<file path="src/rtl/alu_multicycle.sv">
// Multi-cycle ALU: registered result and status flags, start/done handshake,
// iterative shift-add multiply and restoring divide sharing one hi/lo register pair.
module alu_multicycle #(
  parameter int DATA_WIDTH   = 16,
  parameter int OPCODE_WIDTH = 4
) (
  input  logic                    clk,
  input  logic                    rst_n,
  input  logic                    start,
  input  logic [OPCODE_WIDTH-1:0] opcode,
  input  logic [DATA_WIDTH-1:0]   op_a,
  input  logic [DATA_WIDTH-1:0]   op_b,
  output logic                    busy,
  output logic                    done,
  output logic [DATA_WIDTH-1:0]   result,
  output logic                    equal,
  output logic                    less,
  output logic                    greater,
  output logic                    zero,
  output logic                    carry,
  output logic                    negative,
  output logic                    overflow,
  output logic                    div_zero
);

  localparam int SW = $clog2(DATA_WIDTH);

  typedef enum logic [1:0] {IDLE, MUL, DIV, FIN} state_t;

  typedef enum logic [OPCODE_WIDTH-1:0] {
    OP_ADD = OPCODE_WIDTH'(0),  OP_SUB = OPCODE_WIDTH'(1),  OP_MUL = OPCODE_WIDTH'(2),
    OP_AND = OPCODE_WIDTH'(3),  OP_OR  = OPCODE_WIDTH'(4),  OP_XOR = OPCODE_WIDTH'(5),
    OP_NOT = OPCODE_WIDTH'(6),  OP_NEG = OPCODE_WIDTH'(7),  OP_CMP = OPCODE_WIDTH'(8),
    OP_DIV = OPCODE_WIDTH'(9),  OP_MOD = OPCODE_WIDTH'(10), OP_SHL = OPCODE_WIDTH'(11),
    OP_SHR = OPCODE_WIDTH'(12), OP_ASR = OPCODE_WIDTH'(13)
  } op_t;

  state_t                state_q, state_d;
  op_t                   op_q;
  logic [DATA_WIDTH-1:0] a_q, b_q, hi_q, lo_q;
  logic [SW-1:0]         cnt_q;
  logic [DATA_WIDTH-1:0] result_q;
  logic                  done_q, equal_q, less_q, greater_q;
  logic                  zero_q, carry_q, negative_q, overflow_q, div_zero_q;

  logic                  accept, fin, last_step;
  op_t                   op_in;

  logic [DATA_WIDTH:0]   mul_sum, div_trial, div_diff;
  logic                  div_bit;
  logic [DATA_WIDTH-1:0] div_rem;

  logic [DATA_WIDTH:0]   add_full, sub_full, neg_full, shl_full, shr_full, asr_full;
  logic [SW-1:0]         shamt;
  logic [DATA_WIDTH-1:0] res_d;
  logic                  carry_d, overflow_d, div_zero_d, wr_main, wr_cmp;

  assign op_in     = op_t'(opcode);
  assign last_step = (cnt_q == SW'(DATA_WIDTH - 1));

  // State register
  always_ff @(posedge clk or negedge rst_n) begin
    if (!rst_n) state_q <= IDLE;
    else        state_q <= state_d;
  end

  // Next-state logic
  always_comb begin
    state_d = state_q;
    unique case (state_q)
      IDLE: if (start) begin
        if (op_in == OP_MUL)                         state_d = MUL;
        else if (op_in == OP_DIV || op_in == OP_MOD) state_d = DIV;
        else                                         state_d = FIN;
      end
      MUL:     if (last_step) state_d = FIN;
      DIV:     if (last_step) state_d = FIN;
      FIN:     state_d = IDLE;
      default: state_d = IDLE;
    endcase
  end

  // FSM outputs
  always_comb begin
    busy   = (state_q != IDLE);
    accept = (state_q == IDLE) && start;
    fin    = (state_q == FIN);
  end

  // Multiply: hi accumulates, lo holds the multiplier and collects product low bits.
  // Divide: hi is the partial remainder, lo shifts the dividend out and quotient bits in.
  always_comb begin
    mul_sum   = {1'b0, hi_q} + (lo_q[0] ? {1'b0, a_q} : '0);
    div_trial = {hi_q, lo_q[DATA_WIDTH-1]};
    div_diff  = div_trial - {1'b0, b_q};
    div_bit   = (div_trial >= {1'b0, b_q});
    div_rem   = div_bit ? div_diff[DATA_WIDTH-1:0] : div_trial[DATA_WIDTH-1:0];
  end

  // Single-cycle ops; the extra bit of each *_full carries the carry/borrow/shifted-out bit
  always_comb begin
    shamt    = b_q[SW-1:0];
    add_full = {1'b0, a_q} + {1'b0, b_q};
    sub_full = {1'b0, a_q} - {1'b0, b_q};
    neg_full = {(DATA_WIDTH+1){1'b0}} - {1'b0, a_q};
    shl_full = {1'b0, a_q} << shamt;
    shr_full = {a_q, 1'b0} >> shamt;
    asr_full = $unsigned($signed({a_q, 1'b0}) >>> shamt);

    res_d      = result_q;
    carry_d    = 1'b0;
    overflow_d = 1'b0;
    div_zero_d = 1'b0;
    wr_main    = 1'b1;
    wr_cmp     = 1'b0;
    case (op_q)
      OP_ADD: begin
        {carry_d, res_d} = add_full;
        overflow_d = (a_q[DATA_WIDTH-1] == b_q[DATA_WIDTH-1]) &&
                     (res_d[DATA_WIDTH-1] != a_q[DATA_WIDTH-1]);
      end
      OP_SUB: begin
        {carry_d, res_d} = sub_full;
        overflow_d = (a_q[DATA_WIDTH-1] != b_q[DATA_WIDTH-1]) &&
                     (res_d[DATA_WIDTH-1] != a_q[DATA_WIDTH-1]);
      end
      OP_MUL: begin
        res_d      = lo_q;
        overflow_d = |hi_q;
      end
      OP_AND: res_d = a_q & b_q;
      OP_OR:  res_d = a_q | b_q;
      OP_XOR: res_d = a_q ^ b_q;
      OP_NOT: res_d = ~a_q;
      OP_NEG: begin
        {carry_d, res_d} = neg_full;
        overflow_d = a_q[DATA_WIDTH-1] && res_d[DATA_WIDTH-1];
      end
      OP_CMP: begin
        wr_main = 1'b0;
        wr_cmp  = 1'b1;
      end
      OP_DIV: begin
        res_d      = lo_q;
        div_zero_d = (b_q == '0);
      end
      OP_MOD: begin
        res_d      = hi_q;
        div_zero_d = (b_q == '0);
      end
      OP_SHL: {carry_d, res_d} = shl_full;
      OP_SHR: {res_d, carry_d} = shr_full;
      OP_ASR: {res_d, carry_d} = asr_full;
      default: wr_main = 1'b0;
    endcase
  end

  // Datapath and result/flag registers
  always_ff @(posedge clk or negedge rst_n) begin
    if (!rst_n) begin
      op_q       <= OP_ADD;
      a_q        <= '0;
      b_q        <= '0;
      hi_q       <= '0;
      lo_q       <= '0;
      cnt_q      <= '0;
      result_q   <= '0;
      done_q     <= 1'b0;
      equal_q    <= 1'b0;
      less_q     <= 1'b0;
      greater_q  <= 1'b0;
      zero_q     <= 1'b0;
      carry_q    <= 1'b0;
      negative_q <= 1'b0;
      overflow_q <= 1'b0;
      div_zero_q <= 1'b0;
    end else begin
      done_q <= fin;
      if (accept) begin
        op_q  <= op_in;
        a_q   <= op_a;
        b_q   <= op_b;
        cnt_q <= '0;
        hi_q  <= '0;
        lo_q  <= (op_in == OP_DIV || op_in == OP_MOD) ? op_a : op_b;
      end else if (state_q == MUL) begin
        hi_q  <= mul_sum[DATA_WIDTH:1];
        lo_q  <= {mul_sum[0], lo_q[DATA_WIDTH-1:1]};
        cnt_q <= cnt_q + SW'(1);
      end else if (state_q == DIV) begin
        hi_q  <= div_rem;
        lo_q  <= {lo_q[DATA_WIDTH-2:0], div_bit};
        cnt_q <= cnt_q + SW'(1);
      end
      if (fin && wr_main) begin
        result_q   <= res_d;
        zero_q     <= (res_d == '0);
        negative_q <= res_d[DATA_WIDTH-1];
        carry_q    <= carry_d;
        overflow_q <= overflow_d;
        div_zero_q <= div_zero_d;
      end
      if (fin && wr_cmp) begin
        equal_q   <= (a_q == b_q);
        less_q    <= (a_q <  b_q);
        greater_q <= (a_q >  b_q);
      end
    end
  end

  assign done     = done_q;
  assign result   = result_q;
  assign equal    = equal_q;
  assign less     = less_q;
  assign greater  = greater_q;
  assign zero     = zero_q;
  assign carry    = carry_q;
  assign negative = negative_q;
  assign overflow = overflow_q;
  assign div_zero = div_zero_q;

endmodule

</file>
<file path="config.mk">
export PLATFORM = sky130hd
export DESIGN_NAME = alu_multicycle
export DESIGN_NICKNAME = d
export VERILOG_FILES = /design/src/rtl/alu_multicycle.sv
export SDC_FILE = /design/constraint.sdc
export NUM_CORES = 1
export LEC_CHECK = 0
export BUFFER_PORTS_ARGS = -buffer_cell sky130_fd_sc_hd__buf_2
export CAP_MARGIN = 20
export CORE_ASPECT_RATIO = 0.6
export CORE_MARGIN = 3
export CORE_UTILIZATION = 60
export DETAILED_ROUTE_END_ITERATION = 6
export PLACE_DENSITY = 0.79
export SLEW_MARGIN = 20
export SYNTH_ARGS = -nofsm -noshare
export SYNTH_HDL_FRONTEND = slang
export SYNTH_SLANG_ARGS = --single-unit
</file>
<file path="constraint.sdc">
create_clock -name clk -period 11.6 [get_ports clk]
set_input_delay 0.58 -clock clk [delete_from_list [all_inputs] [get_ports clk]]
set_output_delay 0.58 -clock clk [all_outputs]
set_load 0.01 [all_outputs]
</file>
# After elaboration in Yosys (flattened, before gate mapping)
# Cells that the tools add are included.
dict set report word_totals {
  input_bits 39
  elab_cells 102
  ff_bits 99
  out_inout_bits 26
}
dict set report op_classes {
  reduce_logical 19
  shift 3
  bitwise 4
  n_eq_ne 27
  n_mux 23
  n_addsub 6
  order_cmp 3
}
# operator count
set ops {}
lappend ops {{$pmux W16 S12} 1}
lappend ops {{$mux W16} 9}
lappend ops {{$eq A4 B4 Y1 const B} 9}
lappend ops {{$add A16 B16 Y17} 2}
lappend ops {{$logic_not A16 Y1} 2}
lappend ops {{$ge A17 B16 Y1} 1}
lappend ops {{$shl A16 B4 Y17} 1}
lappend ops {{$shr A17 B4 Y17} 1}
lappend ops {{$sshr A17 B4 Y17} 1}
lappend ops {{$sub A1 B16 Y17 const A} 1}
lappend ops {{$sub A16 B16 Y17} 1}
lappend ops {{$and A16 B16 Y16} 1}
lappend ops {{$eq A16 B16 Y1} 1}
lappend ops {{$eq A4 B3 Y1 const B} 4}
lappend ops {{$gt A16 B16 Y1} 1}
lappend ops {{$lt A16 B16 Y1} 1}
lappend ops {{$not A16 Y16} 1}
lappend ops {{$or A16 B16 Y16} 1}
lappend ops {{$reduce_or A16 Y1} 1}
lappend ops {{$sub A16 B16 Y16} 1}
lappend ops {{$xor A16 B16 Y16} 1}
lappend ops {{$reduce_or A13 Y1} 1}
lappend ops {{$eq A4 B2 Y1 const B} 3}
lappend ops {{$mux W4} 3}
lappend ops {{other kinds (21)} 36}

# Depth between registers and ports, before layout
dict set report depth {
  ltp_word 6
  ltp_mapped 15
  depth_no_buf 13
}

# Least setup slack after synthesis
# OpenSTA, ideal clock, no wires.
dict set report synth_timing {
  path_type {register -> register}
  start {reg b_q[2]}
  end {reg zero_q, in the netlist zero}
  path_stages_with_launch 15
  period_less_slack_ps 3769
  path_buffers 4
  t_arrival_ps 3665
  path_slack_ps 7831
  required_time_ps 11496
  path_cell_list {dfrtp_1 -> buf_2 -> buf_4 -> clkinv_1 -> buf_1 -> ha_1 -> buf_2 -> nor2b_1 -> o2111ai_1 -> a21oi_1 -> a221o_1 -> a211oi_1 -> o2111ai_1 -> or4b_1 -> o41ai_2}
}
dict set report synth_via {
  elab_chain_len 3
}
# item line
set synth_lines {}
lappend synth_lines {{start, declared} 40} ;# logic [DATA_WIDTH-1:0] a_q, b_q, hi_q, lo_q;
lappend synth_lines {{start signal, assigned} 182} ;# b_q <= op_b;
lappend synth_lines {{$sub A16 B16 Y17, or another cell as far along} 104} ;# sub_full = {1'b0, a_q} - {1'b0, b_q};
lappend synth_lines {{$pmux W16 S12 *} 116} ;# case (op_q)
lappend synth_lines {{$logic_not A16 Y1 *} 197} ;# zero_q <= (res_d == '0);
lappend synth_lines {{end signal, assigned} 197}
lappend synth_lines {{end, declared} 44} ;# logic zero_q, carry_q, negative_q, overflow_q, div_zero_q;
# Every way passes the cells marked *; elsewhere a longest branch is shown, timed or not.
# A chain may end at the register's enable or synchronous reset.

# Final worst setup path
dict set report layout_timing {
  start {reg b_q[2]}
  end {reg hi_q[14]}
}
dict set report layout_via {
  elab_chain_len 5
}
# item line
set layout_lines {}
lappend layout_lines {{$sub A16 B16 Y16 / $ge A17 B16 Y1 (equally long branches)} {95, 96}}
lappend layout_lines {{$mux W16 *} 97} ;# div_rem = div_bit ? div_diff[DATA_WIDTH-1:0] : div_trial[DATA_WIDTH-1:0];
lappend layout_lines {{$mux W16 *} 190} ;# end else if (state_q == DIV) begin
lappend layout_lines {{$mux W16 *} 186} ;# end else if (state_q == MUL) begin
lappend layout_lines {{$mux W16 *} 179} ;# if (accept) begin
lappend layout_lines {{end signal, assigned} 187} ;# hi_q <= mul_sum[DATA_WIDTH:1];
lappend layout_lines {{end signal, assigned} 191} ;# hi_q <= div_rem;
lappend layout_lines {{end, declared} 40}
# Every way passes the cells marked *; elsewhere a longest branch is shown, timed or not. The select of a mux whose other input is x is not followed.

==> qor.tcl <==
set qor(finalHoldViolations) 0
set qor(run_status) {finished, violations left}
set qor(hp-class) {primary input to asynchronous set/reset pin}
set qor(synth.yosys.warnings) 0
set qor(clock-sinks) 98
set qor(reg2reg_depth) 11
set qor(synth_edf_count) 0
set qor(design.final.nets) 1597
set qor(route.detailed.drc) 5
set qor(clock_tree.buffer_depth) 2
set qor(criticalPathCategory) {register to register}
set qor(num_vias) 12700
set qor(wl_per_cell_um) 27.3
set qor(cts.root.buffer_cell) {clkbuf_16}
set qor(ys_flop_type) {dfrtp_1}
set qor(starting_density_of_the_core) 0.630
set qor(antenna_violations_before_repair) 0
set qor(grt_start_max_net_pins) 119
set qor(gp_congestion) 1.08
set qor(buffer_ports.inserted) 64
set qor(clk_latency_ps) 380
set qor(crit_fanout) 43
set qor(failing_checks) {design-rule violations}
set qor(ys_seq_area_frac) 0.209
set qor(clock.fmax_ghz) 0.200
set qor(crit_path_end_kind) {register}
set qor(worst_pin_slew_ps) 1060
set qor(area_of_the_core_mm2) 0.0186
set qor(die_area_mm2) 0.0213
set qor(drt_pre_antenna_iters) 7
set qor(timing.final.crit_share) 0.430
set qor(timing.max_slew.rel_slack) 0.291
set qor(place_hpwl_mm) 35.4
set qor(ys_types) 92
set qor(synth.cell_area_mm2) 0.0117
set qor(post_cts_hold_buffer_count) 0
set qor(startpoint_type) {register}
set qor(fin_tns_setup_ps) 0
set qor(p_r_area_growth_vs_syn_pct) 4.33
set qor(final-max-slew-violation-count) 0
set qor(grt.total_usage) 0.437
set qor(grt-ovfl-total) 0
set qor(worstPathRequired_ps) 11830
set qor(synthArstFlopShare) 1.00
set qor(postSynthRegisterBits) 98
set qor(post_synth.cell_area_avg_um2) 7.85
set qor(cts_setup_buffers) 0
set qor(floorplan.die.width_um) 186
set qor(detailed_route_iter0_violations) 2467
set qor(io_pins) 65
set qor(setup_viol_count_final) 0
set qor(grt_setup_unrepaired) {false}
set qor(postRouteAntennaNets) 0
set qor(floorplan_row_count) 38
set qor(finalClockSkew_ps) 13.0
set qor(drt_wl_total_mm) 47.3
set qor(resized_cells_post_cts) 0
set qor(detail_route.vias_per_cell) 7.33
set qor(grt_pass1_vias) 11300
set qor(syn_inst) 1493
set qor(drv.max_cap_violation_count) 0
set qor(synth_nets) 1626
set qor(drive_gt1_frac) 0.116
set qor(finalWorstPathRequiredPeriod_ps) 4990
set qor(worst_ep_arrival_time_ps) 5220
set qor(n_antenna_cell) 0
set qor(numCtsBuffers) 9
set qor(die_height_um) 114
set qor(grt_first_pass_wirelength_mm) 70.8
set qor(cts_max_level) 3
set qor(cts.reportedPaths.clkPinSlew_ps) 80
set qor(cts_tree) {built}
cells in the final DEF (no fill, tap or decap), types with 6 or more instances in the layout:
master	n
nor4_1	14
o21ai_0	100
a31oi_1	26
o211ai_1	16
buf_2	63
o21bai_1	6
o31ai_1	11
mux2i_1	45
xor2_1	16
a22oi_1	19
and3_1	8
nor3_1	34
and2_1	21
nand2b_1	14
o2111ai_1	11
a211o_1	13
nand2_1	173
a21o_1	17
inv_1	64
nand3_1	37
nor2b_1	24
o22ai_1	20
a211oi_1	33
a221o_1	8
o2bb2ai_1	8
a22o_1	6
nand4_1	13
clkbuf_16	9
or3_1	6
nand3b_1	9
mux4_2	12
ha_1	88
xnor2_1	27
mux2_2	35
a21oi_1	89
buf_4	16
o21a_1	8
nor3b_1	8
dfrtp_1	96
nor2_1	119
worst paths after layout:
path                            startpoint   endpoint  slack (ps)
min in group clk                 opcode[3]    op_q[3]         430
max in group asynchronous            rst_n   hi_q[12]       10160
worst min register to register   result[5]  result[5]         490
worst min-delay path                 rst_n  result[0]          90
worst max-delay path                b_q[2]   hi_q[14]        6610
worst max register to register      b_q[2]   hi_q[14]        6610
metal layers:
layer	vias to the layer above	part of all wire	global-route usage
li1	5442	-	-
met5	-	0.0020	0.0339
met4	2	0.029	0.103
met3	148	0.19	0.209
met1	5910	0.40	0.624
met2	1169	0.37	0.587
cell usage after synthesis, types with 20 or more instances:
| library cell | n | area share |
|---|---|---|
| inv_1 | 64 | 0.021 |
| nand3_1 | 37 | 0.016 |
| nor2_1 | 119 | 0.038 |
| o22ai_1 | 20 | 0.011 |
| a21oi_1 | 89 | 0.038 |
| xnor2_1 | 27 | 0.020 |
| buf_2 | 34 | 0.015 |
| and2_1 | 22 | 0.012 |
| dfrtp_1 | 98 | 0.21 |
| a31oi_1 | 26 | 0.014 |
| ha_1 | 90 | 0.096 |
| nor3_1 | 34 | 0.015 |
| mux2_2 | 35 | 0.034 |
| a211oi_1 | 33 | 0.021 |
| nand2_1 | 173 | 0.055 |
| nor2b_1 | 24 | 0.013 |
| clkbuf_1 | 63 | 0.020 |
| o21ai_0 | 100 | 0.043 |
| mux2i_1 | 45 | 0.038 |
sequential cells by signal, indices dropped and copies added, names as in the netlist, 2 cells and up:
| name | flops |
|---|---|
| op_q | 4 |
| cnt_q | 4 |
| result | 16 |
| b_q | 16 |
| state_q | 2 |
| hi_q | 16 |
| a_q | 16 |
| lo_q | 16 |
layout make-up:
cell class,count,area (um^2)
inverters,67,251
clock buffers,12,246
fillers,1665,6370
well taps,260,325
flip-flops and latches,98,2450
multi-input cells,1208,8450
clock inverters,4,33.8
repair buffers,80,463
critical path, stage by stage, from the launching register on:
cell and delay (ps):
dfrtp_1 320, buf_4 410, clkinv_1 720, ha_1 640
o21ai_0 160, a2111oi_1 830, o21bai_1 240, nand4_1 190
nand2_1 540, a31o_2 470, a211oi_1 230, a211oi_1 90
logic make-up (layout without fill, tap and decap cells):
kind of cell    count (synthesis)  after routing  share of synthesized area
flops                          98             98                      0.209
buf+inv                       187            163                     0.0709
simple gates                  510            510                      0.210
mux                            95             95                      0.102
compound gates                466            466                      0.273
fa+ha+maj                      94             94                      0.103
xor+xnor                       43             43                     0.0322
through the flow:
step | instance area [um^2] | setup WS (ps) | hold WS (ps) | utilization | instances
global route | 12200 | 6310 | 119 | 0.657 | 1729
global placement | 11900 | 6740 | 460 | 0.641 | 1712
CTS | 12200 | 6600 | 105 | 0.656 | 1728
finish | 12200 | 6610 | 93.1 | 0.657 | 1729
detailed placement | 11900 | 6610 | 473 | 0.641 | 1712
floorplan | 11700 | 7830 | 284 | - | 1493
Power is not shown: default switching activity piles up to over one toggle a cycle in this logic, so the estimate is an artifact.
